File: config.mk
export PLATFORM = sky130hd
export DESIGN_NAME = tile_dma_sequencer
export DESIGN_NICKNAME = d
export VERILOG_FILES = /design/src/rtl/tile_dma_sequencer_pkg.sv /design/src/rtl/tile_dma_sequencer_xfer_counter.sv /design/src/rtl/tile_dma_sequencer.sv
export SDC_FILE = /design/constraint.sdc
export NUM_CORES = 1
export LEC_CHECK = 0
export CAP_MARGIN = 20
export CORE_MARGIN = 4
export CORE_UTILIZATION = 59
export CTS_CLUSTER_DIAMETER = 150
export DETAILED_ROUTE_END_ITERATION = 7
export GPL_TIMING_DRIVEN = 0
export PLACE_DENSITY_LB_ADDON = 0.15
export SLEW_MARGIN = 20
export SYNTH_ARGS = -nofsm -noshare
export SYNTH_HDL_FRONTEND = slang
export SYNTH_SLANG_ARGS = --single-unit
File: constraint.sdc
create_clock -name clk -period 8.4 [get_ports clk]
set_input_delay 1.26 -clock clk [delete_from_list [all_inputs] [get_ports clk]]
set_output_delay 1.26 -clock clk [all_outputs]
set_load 0.01 [all_outputs]
File: src/rtl/tile_dma_sequencer_pkg.sv
// Shared controller definitions: sequencer states, DMA transfer types, layer types
// and per-phase transfer counts.
package tile_dma_sequencer_pkg;

  typedef enum logic [2:0] {
    IDLE,
    LD_FILTER,
    LD_IFMAP,
    LD_IPSUM,
    LD_BIAS,
    PASS,
    ST_OPSUM,
    DONE
  } state_e;

  typedef enum logic [2:0] {
    IT_FILTER = 3'd0,
    IT_IFMAP  = 3'd1,
    IT_BIAS   = 3'd2,
    IT_OPSUM  = 3'd3,
    IT_IPSUM  = 3'd4,
    IT_OFMAP  = 3'd5
  } input_type_e;

  typedef enum logic [1:0] {
    LT_PW  = 2'd0,
    LT_DW  = 2'd1,
    LT_STD = 2'd2,
    LT_LIN = 2'd3
  } layer_type_e;

  typedef struct packed {
    layer_type_e layer;
    logic [7:0]  d;
    logic [7:0]  k;
    logic        first_d;
    logic        last_d;
  } tile_cfg_t;

  // Number of transfers a phase performs for a tile; 0 means the phase is skipped.
  function automatic logic [7:0] phase_count(state_e s, tile_cfg_t c);
    logic [7:0] out_cnt;
    out_cnt = (c.layer == LT_DW) ? c.d : c.k;
    case (s)
      LD_FILTER: return 8'd1;
      LD_IFMAP:  return (c.d == 8'd0) ? 8'd1 : c.d;
      LD_IPSUM:  return c.first_d ? 8'd0 : out_cnt;
      LD_BIAS:   return c.first_d ? 8'd1 : 8'd0;
      ST_OPSUM:  return out_cnt;
      default:   return 8'd0;
    endcase
  endfunction

  function automatic input_type_e phase_type(state_e s, tile_cfg_t c);
    case (s)
      LD_IFMAP: return IT_IFMAP;
      LD_IPSUM: return IT_IPSUM;
      LD_BIAS:  return IT_BIAS;
      ST_OPSUM: return c.last_d ? IT_OFMAP : IT_OPSUM;
      default:  return IT_FILTER;
    endcase
  endfunction

endpackage

File: src/rtl/tile_dma_sequencer_xfer_counter.sv
// Issue/wait handshake and transfer counting for one DMA phase.
module xfer_counter (
  input  logic       clk,
  input  logic       rst_n,
  input  logic       load_i,
  input  logic [7:0] count_i,
  input  logic       dma_done_i,
  output logic       dma_start_o,
  output logic [7:0] idx_o,
  output logic       phase_done_o
);

  logic       start_q;
  logic       wait_q;
  logic [7:0] cnt_q;
  logic [7:0] idx_q;
  logic       last_w;

  assign last_w       = (idx_q == cnt_q - 8'd1);
  assign phase_done_o = wait_q & dma_done_i & last_w;
  assign dma_start_o  = start_q;
  assign idx_o        = idx_q;

  // A done is only honoured while waiting, so issue-cycle and idle pulses fall through.
  always_ff @(posedge clk) begin
    if (!rst_n) begin
      start_q <= 1'b0;
      wait_q  <= 1'b0;
      cnt_q   <= '0;
      idx_q   <= '0;
    end else if (load_i) begin
      cnt_q   <= count_i;
      idx_q   <= '0;
      start_q <= 1'b1;
      wait_q  <= 1'b0;
    end else if (start_q) begin
      start_q <= 1'b0;
      wait_q  <= 1'b1;
    end else if (wait_q && dma_done_i) begin
      wait_q <= 1'b0;
      if (last_w) begin
        idx_q <= '0;
      end else begin
        idx_q   <= idx_q + 8'd1;
        start_q <= 1'b1;
      end
    end
  end

endmodule

File: src/rtl/tile_dma_sequencer.sv
// Tile DMA sequencer: loads filter/ifmap/ipsum/bias, launches compute, stores opsum/ofmap.
module tile_dma_sequencer
  import tile_dma_sequencer_pkg::*;
(
  input  logic       clk,
  input  logic       rst_n,
  input  logic       tile_start_i,
  input  logic [1:0] layer_type_i,
  input  logic [7:0] tile_D_i,
  input  logic [7:0] tile_K_i,
  input  logic       first_d_i,
  input  logic       last_d_i,
  output logic       dma_start_o,
  input  logic       dma_done_i,
  output logic [2:0] input_type_o,
  output logic [7:0] chan_idx_o,
  output logic       pass_start_o,
  input  logic       pass_done_i,
  output logic       busy_o,
  output logic       tile_done_o
);

  state_e     state_q, state_d;
  tile_cfg_t  cfg_q;
  logic [2:0] type_q;
  logic       pass_start_q;
  logic       tile_done_q;
  logic       busy_q;
  logic       load;
  logic [7:0] load_cnt;
  logic       phase_done;

  function automatic state_e next_load_phase(state_e s, tile_cfg_t c);
    case (s)
      LD_FILTER: return LD_IFMAP;
      LD_IFMAP: begin
        if (phase_count(LD_IPSUM, c) != 8'd0) return LD_IPSUM;
        else if (phase_count(LD_BIAS, c) != 8'd0) return LD_BIAS;
        else return PASS;
      end
      LD_IPSUM: return (phase_count(LD_BIAS, c) != 8'd0) ? LD_BIAS : PASS;
      default:  return PASS;
    endcase
  endfunction

  always_comb begin
    state_d = state_q;
    case (state_q)
      IDLE:      if (tile_start_i) state_d = LD_FILTER;
      LD_FILTER,
      LD_IFMAP,
      LD_IPSUM,
      LD_BIAS:   if (phase_done) state_d = next_load_phase(state_q, cfg_q);
      PASS: begin
        // The launch cycle itself never counts as completion.
        if (!pass_start_q && pass_done_i)
          state_d = (phase_count(ST_OPSUM, cfg_q) != 8'd0) ? ST_OPSUM : DONE;
      end
      ST_OPSUM:  if (phase_done) state_d = DONE;
      DONE:      state_d = IDLE;
      default:   state_d = IDLE;
    endcase
    load_cnt = phase_count(state_d, cfg_q);
    load     = (state_d != state_q) && (load_cnt != 8'd0);
  end

  always_ff @(posedge clk) begin
    if (!rst_n) begin
      state_q      <= IDLE;
      cfg_q        <= '0;
      type_q       <= '0;
      pass_start_q <= 1'b0;
      tile_done_q  <= 1'b0;
      busy_q       <= 1'b0;
    end else begin
      state_q <= state_d;
      if (state_q == IDLE && tile_start_i) begin
        cfg_q.layer   <= layer_type_e'(layer_type_i);
        cfg_q.d       <= tile_D_i;
        cfg_q.k       <= tile_K_i;
        cfg_q.first_d <= first_d_i;
        cfg_q.last_d  <= last_d_i;
      end
      type_q       <= phase_type(state_d, cfg_q);
      pass_start_q <= (state_d == PASS) && (state_q != PASS);
      tile_done_q  <= (state_d == DONE);
      busy_q       <= (state_d != IDLE);
    end
  end

  xfer_counter u_xfer (
    .clk          (clk),
    .rst_n        (rst_n),
    .load_i       (load),
    .count_i      (load_cnt),
    .dma_done_i   (dma_done_i),
    .dma_start_o  (dma_start_o),
    .idx_o        (chan_idx_o),
    .phase_done_o (phase_done)
  );

  assign input_type_o = type_q;
  assign pass_start_o = pass_start_q;
  assign tile_done_o  = tile_done_q;
  assign busy_o       = busy_q;

endmodule

==> results.cfg, run 1 <==
[status]
status = complete, but fails checks
violations = DRC

[synth]
yosysMostFrequentCell = nand2_1
syn_area_mm2 = 0.00282
synth_edf_count = 0
netlist_top_cells_count = 72 x nand2_1, 47 x dfxtp_1, 40 x a21oi_1
synthesis.nets = 397
synth_area_per_cell_um2 = 7.62
synthCells = 370
synthTopCellsByArea = dfxtp_1 33%, nand2_1 9.6%, a21oi_1 7.1%
yosysTopAreaCell = dfxtp_1
yosys_warnings = 0
async_flop_share_pct = 0
synth-seq-cells = 47
synth-main-ff-cell = dfxtp_1
ys_types = 55
synth_top_cell_area_share_pct = 33.4
ys_seq_area_share_pct = 33.4

[drt]
ant_nets = 0
avgRoutedWirePerCell_um = 16.1
dr.pass1.iters = 8
num_vias = 2967
finalWirelength_um = 7500
drcViolationCount = 1
viasPerCell = 6.37
drtIter0Drc = 342

[flow_run]
drv_cap = 0

[die]
coreArea_mm2 = 0.00447
die_x_um = 77.1
pin_count = 40
die_y_um = 77.1
rows = 24
initial_core_util_pct = 63.0
die_area_mm2 = 0.00595

[worst_setup_path]
cp.required_ps = 8610
worst_ep_arrival_time_ps = 4410
critPathCapture = u_xfer.cnt_q[0]$_SDFFE_PN0P_
regToRegEndpoint = u_xfer.cnt_q[0]$_SDFFE_PN0P_
r2r_start = u_xfer.cnt_q[0]$_SDFFE_PN0P_
reg2regPathDepth = 11
setup.worst_path.start_class = flip-flop
r2r_slack_ps = 4200
endpoint_kind = flip-flop
path_class = reg2reg
crit_start = u_xfer.cnt_q[0]$_SDFFE_PN0P_
critPathMaxFanout = 10

[timing]
rsz0062_at_grt = false
fin_ws_ps = 4200
fin_tns_setup_ps = 0
finalHoldViolations = 0
finalSetupViolations = 0
skew_ps = 5.79
worst_slew_pin_slew_ps = 920
relSlewSlack_pct = 37.8
fin_crit_sh_pct = 50.0
hold-worst-slack_ps = 484
slew_violations = 0
fmax_mhz = 238
fin_crit_ps = 4200

[place]
dp_hpwl_um = 5580
io_buffers = 38
pre_cts_ws_ps = 4050
gp_congestion = 0.896

[power_and_ir_drop]
ir_drop_mv = 0.124
p_per_area_mw_per_mm2 = 142
switching_power_w = 0.000141
p_total_w = 0.000475
internal_power_w = 0.000334
power.share.clock_pct = 26.6
p_leak_nw = 1.21
pwr-share-comb_pct = 22.5
seq_power_share_pct = 50.9
switching_share_pct = 29.7

[clock_tree]
cts_setup_buffers = 0
cts_resized = 0
cts_buffers = 5
root_buffer = clkbuf_8
cts_buffer_depth = 2
cts_tree = yes
cts.htree.levels = 2
clkTransAtPathRegs_ps = 80
clock-sinks = 47
cts_hold_buf = 0
clk_latency_ps = 300

[final_layout]
nets = 442
diodes = 0
final_core_util_pct = 74.6
area_growth_pct = 18.4
drive_above_1_share_pct = 6.76

[global_route]
grt_pass1_vias = 2595
antenna_found_initial = 0
grt_pass1_wl_um = 12300
grt_max_degree = 13
gr-total-overflow = 0
grt_usage_pct = 25.1

[min_path]
worstHoldPathCells = 2
hp-start = cfg_q[19]$_SDFFE_PN0P_
hold_path.class = reg2reg
-- worst max-delay path, stage by stage, from the launching register on --
cell,delay [ps]
dfxtp_1,380
or4_4,570
or3_1,360
a211o_1,320
nor4_1,450
nand4_1,490
a21oi_1,430
o221a_2,370
clkbuf_1,390
nand3_1,140
o31a_1,140
o31ai_1,70
-- metrics by stage --
step / instance area (um2) / instances
floorplan: 2820 / 370
global placement: 3260 / 460
detailed placement: 3260 / 460
CTS: 3340 / 466
global route: 3340 / 466
finish: 3340 / 466
-- power groups by stage --
stage	clock network, W	registers, W	logic [W]
3_5_place_dp	0	0.000246	0.000104
3_3_place_gp	0	0.000246	0.000101
5_1_grt	0.000136	0.000243	0.000117
4_1_cts	0.000127	0.000241	0.000105
6_report	0.000126	0.000242	0.000107
2_1_floorplan	0	0.000244	0.0000736
-- cell usage in the layout, fill, tap and decap left out, types with 4 or more instances in the layout --
| master | synthesis | final |
|---|---|---|
| a21oi_1 | 40 | 40 |
| a221o_1 | 5 | 5 |
| a32oi_1 | 6 | 6 |
| and3_1 | 5 | 5 |
| clkbuf_1 | 17 | 18 |
| clkbuf_8 | 0 | 5 |
| clkdlybuf4s50_1 | 0 | 38 |
| dfxtp_1 | 47 | 47 |
| inv_1 | 13 | 13 |
| mux2i_1 | 4 | 4 |
| nand2_1 | 72 | 72 |
| nand3_1 | 18 | 18 |
| nand4_1 | 8 | 8 |
| nor2_1 | 23 | 23 |
| nor2b_1 | 5 | 5 |
| nor3_1 | 4 | 4 |
| nor4_1 | 13 | 13 |
| o21ai_0 | 15 | 15 |
| o21ai_1 | 9 | 9 |
| o31a_1 | 5 | 5 |
| xnor2_1 | 5 | 5 |
-- worst min-delay path by stage --
| stage | endpoint |
|---|---|
| final | cfg_q[19]$_SDFFE_PN0P_ |
| after CTS | cfg_q[19]$_SDFFE_PN0P_ |
| after global placement | cfg_q[18]$_SDFFE_PN0P_ |
| after detailed placement | cfg_q[19]$_SDFFE_PN0P_ |
| after global routing | cfg_q[13]$_SDFFE_PN0P_ |
| after floorplan | cfg_q[19]$_SDFFE_PN0P_ |
-- state kept, by name (all words and copies together) (netlist names) --
name,count
busy_o,1
cfg_q,20
input_type_o,3
pass_start_o,1
state_q,3
tile_done_o,1
u_xfer.cnt_q,8
u_xfer.dma_start_o,1
u_xfer.idx_o,8
u_xfer.wait_q,1
-- kinds of logic (layout without fill, tap and decap cells) --
kind of cell	Yosys count	after routing	synth area share (%)
AOI/OAI and AO/OA	103	103	26.5
xor gates and xnor gates	8	8	2.49
adders and majority gates	2	2	0.888
buffers and inverters	34	78	5.33
DFF	47	47	33.4
muxes	5	5	1.95
and+or+nand+nor	171	171	29.5
-- final cells by class --
| type | instances | area [um2] |
|---|---|---|
| clock buffers | 6 | 72.6 |
| repair buffers | 38 | 380 |
| fillers | 365 | 1140 |
| inverters | 13 | 48.8 |
| multi-input cells | 289 | 1730 |
| plain buffers | 21 | 101 |
| flip-flops and latches | 47 | 941 |
| well taps | 52 | 65.1 |
-- layer usage --
layer  global-route usage (%)  vias up  part of all wire, %  routed length [um]
li1                         -     1429                    -                   -
met1                     34.3     1386                   45                3360
met2                     38.5      136                   46                3440
met3                     5.74       16                  7.4                 555
met4                     9.43        0                  2.0                 147
met5                        0        -                    0                   0
Power figures use the tool's default switching activity.
==> run 2, diff against run 1 <==
--- a/config.mk
+++ b/config.mk
@@ -7,7 +7,7 @@
 export LEC_CHECK = 0
 export CAP_MARGIN = 20
 export CORE_MARGIN = 4
-export CORE_UTILIZATION = 59
+export CORE_UTILIZATION = 49
 export CTS_CLUSTER_DIAMETER = 150
 export DETAILED_ROUTE_END_ITERATION = 7
 export GPL_TIMING_DRIVEN = 0
==> constraint.sdc (replaced) <==
create_clock -name clk -period 3.4 [get_ports clk]
set_input_delay 0.51 -clock clk [delete_from_list [all_inputs] [get_ports clk]]
set_output_delay 0.51 -clock clk [all_outputs]
set_load 0.01 [all_outputs]
==> run 2 against run 1 <==
Effect of this change:
- the run ends with setup timing left
- cell area is 16% higher
- die area increased by 18%
- non-clock buffer count grew 32
- final cell count is 12% higher
- via count increased by 3.3%
- largest cell class unchanged
==> results.cfg, run 2 (synthesis results as in run 1) <==
[drt]
dr.pass1.iters = 4
drcViolationCount = 0
avgRoutedWirePerCell_um = 16.0
ant_nets = 0
drtIter0Drc = 236
num_vias = 3065
viasPerCell = 5.89
finalWirelength_um = 8300

[power_and_ir_drop]
ir_drop_mv = 0.227
p_leak_nw = 1.42
p_total_w = 0.00127
power.share.clock_pct = 26.6
switching_share_pct = 31.1
internal_power_w = 0.000878
p_per_area_mw_per_mm2 = 329
seq_power_share_pct = 46.8
switching_power_w = 0.000397
pwr-share-comb_pct = 26.6

[min_path]
hold_path.class = reg2reg
hp-start = cfg_q[18]$_SDFFE_PN0P_
worstHoldPathCells = 2
min_to = cfg_q[18]$_SDFFE_PN0P_

[timing]
hold-worst-slack_ps = 481
rsz0062_at_grt = true
finalHoldViolations = 0
relSlewSlack_pct = 32.9
fin_crit_sh_pct = 108
skew_ps = 6.17
fin_tns_setup_ps = -4280
fin_ws_ps = -259
worst_slew_pin_slew_ps = 994
fin_crit_ps = 3660
slew_violations = 0
finalSetupViolations = 18
fmax_mhz = 273

[die]
initial_core_util_pct = 50.9
coreArea_mm2 = 0.00554
die_x_um = 83.9
die_y_um = 83.9
pin_count = 40
rows = 27
die_area_mm2 = 0.00703

[worst_setup_path]
slowest_delay_ps = 520
path_delay_family = simple AND/OR/NAND/NOR gates
r2r_start = u_xfer.cnt_q[1]$_SDFFE_PN0P_
reg2regPathDepth = 12
worst-path-buf-inv = 2
crit_path_frequent_cell = or4_4
setup.worst_path.start_class = flip-flop
worstPathCellList = or4_4 -> or3_1 -> a211o_1 -> or4_4 -> mux2i_1 -> a21oi_2 -> mux2_4 -> a221oi_4 -> buf_6 -> buf_12 -> nand3_1 -> o21ai_1
path_class = reg2reg
worst_ep_arrival_time_ps = 3900
regToRegEndpoint = u_xfer.cnt_q[6]$_SDFFE_PN0P_
critPathMaxFanout = 7
cp.required_ps = 3640
endpoint_kind = flip-flop
slowest_stage = or4_4
r2r_slack_ps = -260

[final_layout]
nets = 474
layout.cells.non_filler = 520
drive_above_1_share_pct = 20.8
seq_area_um2 = 951
postLayoutCellArea_mm2 = 0.00388
largest-register = cfg_q
area_growth_pct = 37.6
num-fill-cells = 463
layout_common_cells = 71 x nand2_1, 43 x dfxtp_1, 38 x a21oi_1, 38 x clkdlybuf4s50_1, 27 x buf_4
final_common_cell = nand2_1
multiInputGateArea_mm2 = 0.00194
largest_register_ffs = 20
diodes = 0

[status]
status = complete, but fails checks
violations = setup timing

[global_route]
grt_pass1_vias = 2897
grt_pass1_wl_um = 13500
antenna_found_initial = 0
grt_max_degree = 15
grt_usage_pct = 23.0
gr-total-overflow = 0

[clock_tree]
clock-sinks = 47
cts_tree = yes
clkTransAtPathRegs_ps = 90
cts_buffers = 5
clk_latency_ps = 300
cts.htree.levels = 2
cts_buffer_depth = 2
root_buffer = clkbuf_8
cts_hold_buf = 0

[place]
placed_area_mm2 = 0.00330
placed_cells = 480
io_buffers = 38
gp_congestion = 0.885
dp_hpwl_um = 5620

[flow_run]
drv_cap = 0
run 2: cell count changes in the layout (fill, tap and decap cells not counted), sizes merged:
cell	before	now
clkbuf	23	21
clkinv	0	3
buf	4	37
run 2: worst max path at each step:
stage | from | cells after the start | end | slack (ps)
after floorplan | u_xfer.cnt_q[1]$_SDFFE_PN0P_ | 12 | u_xfer.dma_start_o$_SDFF_PN0_ | -90
after global placement | u_xfer.cnt_q[0]$_SDFFE_PN0P_ | 12 | u_xfer.dma_start_o$_SDFF_PN0_ | -660
after detailed placement | u_xfer.cnt_q[0]$_SDFFE_PN0P_ | 12 | u_xfer.dma_start_o$_SDFF_PN0_ | -640
after CTS | u_xfer.cnt_q[1]$_SDFFE_PN0P_ | 11 | u_xfer.dma_start_o$_SDFF_PN0_ | -240
after global routing | u_xfer.cnt_q[1]$_SDFFE_PN0P_ | 11 | u_xfer.idx_o[1]$_SDFFE_PP0P_ | -370
final | u_xfer.cnt_q[1]$_SDFFE_PN0P_ | 12 | u_xfer.cnt_q[6]$_SDFFE_PN0P_ | -260
run 2: layout make-up:
cell class	instances	share of cell area, %
clock inverter	3	0.387
clock buffer	5	1.77
sequential	47	24.5
inverter	13	1.26
multi-input combinational	289	49.9
buffer	20	2.64
tap	72	2.32
timing repair buffer	71	17.2
run 2: per-layer routing:
layer	part of all wire, %	global-route usage (%)	vias to the layer above
met1	42	28.4	1424
met5	0	0	-
li1	-	-	1499
met2	49	39.3	117
met3	5.6	3.85	25
met4	3.3	9.50	0
run 2: timing repair:
item / in CTS / in global routing
setup buffers: 25 / 8
pin swaps: 21 / 14
setup endpoints to repair: 19 / 19
gates resized for setup: 21 / 29
run 2: worst reg2reg max path, cell delays in order (launching register included):
cell	delay, ps
dfxtp_2	350
or4_4	530
or3_1	320
a211o_1	330
or4_4	500
mux2i_1	170
a21oi_2	270
mux2_4	340
a221oi_4	310
buf_6	170
buf_12	110
nand3_1	70
o21ai_1	140
run 2: metrics by stage:
step / util (%) / worst slack [ps]
after floorplan: - / -94.0
after global placement: 59.5 / -664
after detailed placement: 59.5 / -638
after CTS: 66.5 / -242
after global routing: 70.0 / -366
final: 70.0 / -259
run 2: power by group through the flow:
stage	combinational (W)	sequential (W)	clock, W
6_report	0.000339	0.000597	0.000339
5_1_grt	0.000370	0.000600	0.000366
4_1_cts	0.000295	0.000597	0.000344
3_5_place_dp	0.000256	0.000610	0
3_3_place_gp	0.000252	0.000609	0
2_1_floorplan	0.000182	0.000603	0
